===== src/rtl/cpu_pkg.sv =====
// Shared CPU constants and the fetch-queue entry type.
// word_align is used wherever a byte address becomes a fetch address.
package cpu_pkg;

  localparam int INST_W = 32;
  localparam int ADDR_W = 32;
  localparam logic [ADDR_W-1:0] RESET_PC = 32'h1c00_0000;

  typedef struct packed {
    logic [ADDR_W-1:0] pc;
    logic [INST_W-1:0] inst;
  } fetch_entry_t;

  function automatic logic [ADDR_W-1:0] word_align(input logic [ADDR_W-1:0] addr);
    return {addr[ADDR_W-1:2], 2'b00};
  endfunction

endpackage


===== src/rtl/if_queue.sv =====
// Circular FIFO of fetched {pc, inst} pairs between the inst SRAM and decode.
// Flush empties it in one cycle; head outputs are read straight from storage.
module if_queue
  import cpu_pkg::*;
#(
  parameter int DEPTH = 2,
  localparam int PTR_W = (DEPTH > 1) ? $clog2(DEPTH) : 1,
  localparam int CNT_W = $clog2(DEPTH + 1)
) (
  input  logic              clk,
  input  logic              reset,
  input  logic              flush,
  input  logic              push,
  input  logic [ADDR_W-1:0] push_pc,
  input  logic [INST_W-1:0] push_inst,
  input  logic              pop,
  output logic [CNT_W-1:0]  count,
  output logic [ADDR_W-1:0] head_pc,
  output logic [INST_W-1:0] head_inst
);

  fetch_entry_t     mem_reg [DEPTH];
  logic [PTR_W-1:0] head_reg, tail_reg;
  logic [CNT_W-1:0] count_reg;

  function automatic logic [PTR_W-1:0] ptr_inc(input logic [PTR_W-1:0] ptr);
    return (ptr == PTR_W'(DEPTH - 1)) ? '0 : ptr + 1'b1;
  endfunction

  always_ff @(posedge clk) begin
    if (push && !flush && !reset)
      mem_reg[tail_reg] <= '{pc: push_pc, inst: push_inst};
  end

  always_ff @(posedge clk) begin
    if (reset || flush) begin
      head_reg  <= '0;
      tail_reg  <= '0;
      count_reg <= '0;
    end else begin
      if (push) tail_reg <= ptr_inc(tail_reg);
      if (pop)  head_reg <= ptr_inc(head_reg);
      if (push && !pop)
        count_reg <= count_reg + 1'b1;
      else if (pop && !push)
        count_reg <= count_reg - 1'b1;
    end
  end

  // The issue rule upstream keeps count+inflight <= DEPTH, so this never fires.
  assert property (@(posedge clk) disable iff (reset || flush)
                   !(push && count_reg == CNT_W'(DEPTH)));

  assign count     = count_reg;
  assign head_pc   = mem_reg[head_reg].pc;
  assign head_inst = mem_reg[head_reg].inst;

endmodule


===== src/rtl/if_stage.sv =====
// Instruction fetch: owns the fetch PC, drives the synchronous inst SRAM and
// hands {pc, inst} to decode; a redirect discards every wrong-path fetch.
module if_stage #(
  parameter logic [31:0] RESET_PC = cpu_pkg::RESET_PC,
  parameter int          DEPTH    = 2
) (
  input  logic        clk,
  input  logic        reset,
  output logic        inst_sram_en,
  output logic        inst_sram_we,
  output logic [31:0] inst_sram_addr,
  output logic [31:0] inst_sram_wdata,
  input  logic [31:0] inst_sram_rdata,
  input  logic        br_valid,
  input  logic [31:0] br_target,
  output logic        out_valid,
  input  logic        out_ready,
  output logic [31:0] out_pc,
  output logic [31:0] out_inst
);
  import cpu_pkg::*;

  localparam int CNT_W = $clog2(DEPTH + 1);

  logic [ADDR_W-1:0] fetch_pc_reg, fetch_pc_next;
  logic [ADDR_W-1:0] req_pc_reg, req_pc_next;
  logic              inflight_reg, inflight_next;
  logic [CNT_W-1:0]  q_count;
  logic [ADDR_W-1:0] head_pc;
  logic [INST_W-1:0] head_inst;
  logic              pop, push, issue;
  logic [CNT_W:0]    occupancy, issue_limit;

  assign out_valid = (q_count != '0) & ~br_valid & ~reset;
  assign pop       = out_valid & out_ready;
  assign push      = inflight_reg & ~br_valid;

  // Comparing against DEPTH+pop avoids underflow of count+inflight-pop; the
  // out_ready dependency is what sustains one instruction per cycle.
  assign occupancy   = {1'b0, q_count} + (CNT_W + 1)'(inflight_reg);
  assign issue_limit = (CNT_W + 1)'(DEPTH) + (CNT_W + 1)'(pop);
  assign issue       = ~reset & ~br_valid & (occupancy < issue_limit);

  always_comb begin
    fetch_pc_next = fetch_pc_reg;
    req_pc_next   = req_pc_reg;
    inflight_next = issue;
    if (br_valid) begin
      fetch_pc_next = word_align(br_target);
      inflight_next = 1'b0;
    end else if (issue) begin
      fetch_pc_next = fetch_pc_reg + 32'd4;
      req_pc_next   = word_align(fetch_pc_reg);
    end
  end

  always_ff @(posedge clk) begin
    if (reset) begin
      fetch_pc_reg <= RESET_PC;
      req_pc_reg   <= '0;
      inflight_reg <= 1'b0;
    end else begin
      fetch_pc_reg <= fetch_pc_next;
      req_pc_reg   <= req_pc_next;
      inflight_reg <= inflight_next;
    end
  end

  if_queue #(.DEPTH(DEPTH)) u_queue (
    .clk       (clk),
    .reset     (reset),
    .flush     (br_valid),
    .push      (push),
    .push_pc   (req_pc_reg),
    .push_inst (inst_sram_rdata),
    .pop       (pop),
    .count     (q_count),
    .head_pc   (head_pc),
    .head_inst (head_inst)
  );

  assign inst_sram_en    = issue;
  assign inst_sram_we    = 1'b0;
  assign inst_sram_addr  = word_align(fetch_pc_reg);
  assign inst_sram_wdata = '0;
  assign out_pc          = out_valid ? head_pc : '0;
  assign out_inst        = out_valid ? head_inst : '0;

endmodule


===== config.mk =====
export PLATFORM = sky130hd
export DESIGN_NAME = if_stage
export DESIGN_NICKNAME = d
export VERILOG_FILES = /design/src/rtl/cpu_pkg.sv /design/src/rtl/if_queue.sv /design/src/rtl/if_stage.sv
export SDC_FILE = /design/constraint.sdc
export NUM_CORES = 1
export LEC_CHECK = 0
export ABC_CLOCK_PERIOD_IN_PS = 12800
export BUFFER_PORTS_ARGS = -buffer_cell sky130_fd_sc_hd__buf_2
export CAP_MARGIN = 20
export CORE_AREA = 2 2 184 186
export CTS_CLUSTER_DIAMETER = 120
export DETAILED_ROUTE_END_ITERATION = 6
export DIE_AREA = 0 0 186 188
export SETUP_SLACK_MARGIN = 0.15
export SLEW_MARGIN = 30
export SYNTH_ARGS = -nofsm -noshare
export SYNTH_HDL_FRONTEND = slang
export SYNTH_SLANG_ARGS = --single-unit

===== constraint.sdc =====
create_clock -name clk -period 12.8 [get_ports clk]
set_input_delay 0.64 -clock clk [delete_from_list [all_inputs] [get_ports clk]]
set_output_delay 0.64 -clock clk [all_outputs]
set_load 0.03 [all_outputs]

* After elaboration in Yosys (flattened, before gate mapping)
Memories as Yosys holds them, arrays and structs flattened. A register that Yosys moved wholly into a read port is not among the register bits.
Cells that the tools add are included.
** Word-level totals
- Bits in registers :: 67
- Memory bits (writable) :: 124
- Memories kept :: 1
** Memories
- u_queue.mem_reg :: depth 2, bits a word 62, read ports 1, clocked after memory_dff 1, write ports 1, RTL line if_queue.sv:22 : fetch_entry_t mem_reg [DEPTH];
** Operators by class
- Magnitude comparators :: 1
- Reduce and logical (&&, ||, !) cells :: 14
- Mux-type cells :: 12
- Add/subtract/negate cells :: 7
- Bitwise logic cells :: 8
** Operator list (count)
- 2-to-1 mux 32 bit :: 4
- adder 32 x 3 -> 32 bit, second input constant :: 1
- bitwise AND 1 bit :: 6
- 2-to-1 mux 1 bit :: 6
- nonzero test 2 bit :: 3
- logical AND 1 bit :: 4
- logical NOT 1 bit :: 4
- 2-to-1 mux 2 bit :: 2
- adder 2 x 1 -> 3 bit :: 1
- adder 2 x 1 -> 3 bit, first input constant :: 1
- less-than comparator 3 bit :: 1
- adder 1 bit, second input constant :: 2
- adder 2 x 1 -> 2 bit, second input constant :: 1
- NOT 1 bit :: 2
- AND reduction 2 bit :: 1
- OR reduction 2 bit :: 1
- subtractor 2 x 1 -> 2 bit, second input constant :: 1
- logical OR 1 bit :: 1

* Depth between registers and ports, before layout
- Word-level depth :: 9
- Gate-level depth with buffers :: 11
- Gate-level depth less buffers :: 8

* Modules after synthesis
From an unflattened synthesis, not the netlist that was laid out.
** Second synthesis, totals
- Cells, all modules :: 690
- Area, all modules :: 8445.6 sq um
** Modules (own cells, without submodules)
- if_queue :: cells an instance 221, area an instance 4850.9 sq um, times used 1
- if_stage :: cells an instance 469, area an instance 3594.7 sq um, times used 1

* Worst setup path after synthesis
No wires, ideal clock.
- Path type :: input -> register
- Start :: in br_valid
- End :: mem u_queue.mem_reg[0][0] (netlist bit), enable pin
- Data arrival time :: 5.549 ns
- Data required time :: 12.229 ns
- Stages :: 3
- Slack :: 6.680 ns
- Library setup time :: 0.571 ns
- Buffers on the path :: 1
- Cell sequence :: clkbuf_1 -> nor2b_1 -> nor3b_1
** Between the ends
- Word-level cells in the longest chain between the ends :: 6
- Elaborated cells between the ends (all ways) :: 7
- Those cells by class :: mux: 2; bitwise: 2; reduce/logical: 3
** Ends and longest elaborated chain
- start: declaration :: RTL line if_stage.sv:14 : input logic br_valid,
- NOT 1 bit (no line)
- bitwise AND 1 bit :: RTL line if_stage.sv:36 : assign push = inflight_reg & ~br_valid;
- named net push :: RTL line if_stage.sv:31 : logic pop, push, issue;
- logical AND 1 bit (2 in series) :: RTL line if_queue.sv:31 : if (push && !flush && !reset)
- 2-to-1 mux 1 bit :: RTL line if_queue.sv:31
- 2-to-1 mux 1 bit (not written as such) :: RTL line if_queue.sv:32 : mem_reg[tail_reg] <= '{pc: push_pc, inst: push_inst};
- end: declaration :: RTL line if_queue.sv:22
The timed path passes the listed nets, and every way through them passes these cells.

* Final worst setup path
- Start :: in reset
- End :: out out_pc[14]
** Between the ends
- Word-level cells in the longest chain between the ends :: 3
** Ends and longest elaborated chain
- start: declaration :: RTL line if_stage.sv:8 : input logic reset,
- NOT 1 bit :: RTL line if_stage.sv:34 : assign out_valid = (q_count != '0) & ~br_valid & ~reset;
- bitwise AND 1 bit :: RTL line if_stage.sv:34
- 2-to-1 mux 32 bit :: RTL line if_stage.sv:86 : assign out_pc = out_valid ? head_pc : '0;
- end: declaration :: RTL line if_stage.sv:18 : output logic [31:0] out_pc,
No other way between the ends.

==> metrics.cfg <==
[power]
p_leak_nw=3.59
peakVddDrop_v=0.0000917
powerDensity_nw_per_um2=134

[die]
die-area_um2=35000
io_pins=199
die_y_um=188
die_x_um=186
start_util_pct=24.5
rows=67
coreArea_um2=33100

[detailed_routing]
wl_per_cell_um=16.5
wl_um=21700
vias=5770
drt-initial-drc-count=472
viasPerCell=4.39
drc=0
final_antenna_net_count=0
firstDrtPassIters=5

[synth]
synth_edf_count=124
synth_compound_gate_area_share_pct=7.86
syn_inst=709
synth_xor_area_share_pct=0.539
synth-simple-area-share_pct=14.2
ys_async_sr_fraction_pct=0
ys_ff_latch=190
netlist_area_um2=8120
synth_fa_ha_area_share_pct=0.616
synth_cell_types=52
ys_warn_count=0
synth_flop_cell=edfxtp_1
ys_seq_area_share_pct=62.1
synth_top_family_by_area=simple AND/OR/NAND/NOR gates
avgSynthCellArea_um2=11.5
synth_mux_area_share_pct=8.33

[sta]
tightest_slew_ns=0.947
finalSetupViolCount=0
max_freq_mhz=276
maxSlewHeadroom_pct=36.9
drv_slew=0
grt_setup_unrepaired=no
fin_skew_ns=0.0128
fin_crit_sh_pct=28.3
final.setup.tns_ns=0
min_period_ns=3.62
hold_viol_final=0

[global_routing]
grt_pass1_wl_um=31400
grt_use_total_pct=12.1
grt_max_degree=63
grt_pass1_vias=5341
antenna_found_initial=3
overflow=0

[cells_and_area]
area_growth_pct=21.6
nets=926
layout-drive-gt1-share_pct=25.0
antenna_cells=0
final_cell_area_um2=9880
largest_reg_flops=124

[setup_path]
cp.required_ns=12.16
cp-start-kind=input pin
crit_type=in2out
cp_max_fo=61
arrival_ns=2.98
worst_setup_path_end_kind=output pin

[clock_tree]
insertion_delay_ns=0.44
cts.repair.resized=0
cts_made_buffers=17
cts_buffer_depth=2
cts-root-buf=clkbuf_16
clock_sinks=190
tritoncts=yes
cts_setup_buffers=0
ctsHoldBuffers=0
htreeDepth=4
cts.clk_slew.worst_paths_ns=0.08

[job]
maxCapViolations=0

[hold_path]
worstHoldPathType=in2reg

[placement]
gp_congestion=0.796
hpwlAfterDp_um=14500
io_buffers=159
place_area_um2=9250

[status]
status=finished clean

==> worst paths after layout <==
kind                                 startpoint                               end  slack (ns)  cells past startpoint
hold / removal               inst_sram_rdata[1]   u_queue.mem_reg[1][1]$_DFFE_PP_        0.39                      1
setup reg to reg  u_queue.count[0]$_SDFFE_PP0P_     fetch_pc_reg[25]$_SDFFE_PP0P_       10.35                      8
setup / recovery                          reset                        out_pc[14]        9.18                      7
hold reg to reg     req_pc_reg[15]$_SDFFE_PP0P_  u_queue.mem_reg[0][45]$_DFFE_PP_        0.45                      0
==> logic make-up after synthesis <==
family                     count (synthesis)
adders and majority gates                  4
AOI/OAI and AO/OA                        100
DFF                                      190
xor gates and xnor gates                   5
other                                      1
buffers and inverters                     96
muxes                                     67
and+or+nand+nor                          246
==> final cells by class <==
cell class / instances / area [µm²]
clock buffers: 17 / 425
clock inverters: 15 / 184
fillers: 3429 / 23200
inverters: 17 / 63.8
multi-input cells: 459 / 2710
flip-flops and latches: 190 / 5050
well taps: 448 / 561
repair buffers: 169 / 883
==> metrics by stage <==
stage	cells	hold WS, ns	util, %	power, W	setup WS, ns
floorplan	745	0.425	-	0.000762	6.68
global placement	1282	0.432	27.9	0.000789	9.11
detailed placement	1282	0.436	27.9	0.000791	9.10
finish	1315	0.386	29.8	0.00132	9.18
CTS	1314	0.358	29.8	0.00134	9.10
global route	1315	0.361	29.8	0.00137	8.95
==> layout by cell type, fill, tap and decap left out, types with 5 or more instances in the layout <==
cell type / count
inv_1: 16
nor2_1: 72
clkbuf_16: 17
and3_1: 6
edfxtp_1: 124
conb_1: 37
dfxtp_1: 65
or4_1: 8
nand2_1: 87
o21ai_0: 7
o211ai_1: 7
nand3_1: 25
buf_4: 9
a31oi_1: 15
mux2_2: 5
inv_8: 5
o311ai_0: 7
a21oi_1: 42
nand4_1: 9
mux2i_1: 62
buf_2: 159
or3_1: 13
==> Yosys cell counts (3+ instances only) <==
cell	instances	area, µm²
xor2_1	3	26.3
nand4_1	9	56.3
a31oi_1	15	93.8
edfxtp_1	124	3720
ha_1	4	50.1
mux2i_1	62	621
nor4_1	4	25.0
nand2_1	87	327
and3_1	7	43.8
buf_2	7	35.0
inv_1	16	60.1
o311ai_0	7	61.3
a21oi_1	42	210
or4_1	8	60.1
or3_1	13	81.3
o21a_1	4	30.0
o21ai_0	7	35.0
mux2_2	5	56.3
nor2_1	72	270
clkbuf_1	33	124
nor3_1	4	20.0
dfxtp_1	66	1320
o211ai_1	7	52.6
a22oi_1	3	22.5
buf_4	38	285
or2_2	4	25.0
nand3_1	25	125
==> power breakdown <==
| group | switching [W] | internal (W) | total, W |
|---|---|---|---|
| registers | 0.0000165 | 0.000664 | 0.000681 |
| logic | 0.0000693 | 0.0000266 | 0.0000960 |
| clock network | 0.000262 | 0.000283 | 0.000545 |
| total | 0.000347 | 0.000974 | 0.00132 |
==> metal layers <==
| layer | part of all wire [%] | GRT usage [%] | routed length [µm] | vias to the layer above |
|---|---|---|---|---|
| li1 | - | - | - | 2783 |
| met1 | 45 | 15.4 | 9670 | 2780 |
| met2 | 49 | 20.3 | 10600 | 189 |
| met3 | 5.2 | 2.97 | 1130 | 16 |
| met4 | 1.4 | 3.39 | 302 | 2 |
| met5 | 0.060 | 0 | 13 | - |
==> worst max-delay path: stages <==
cell and delay [ns]:
buf_2 0.07, buf_4 0.55, or2_2 0.30, or2_2 0.44
buf_4 0.57, nor2_1 0.14, buf_2 0.21
Note: power is estimated with default switching activity, not from simulation.
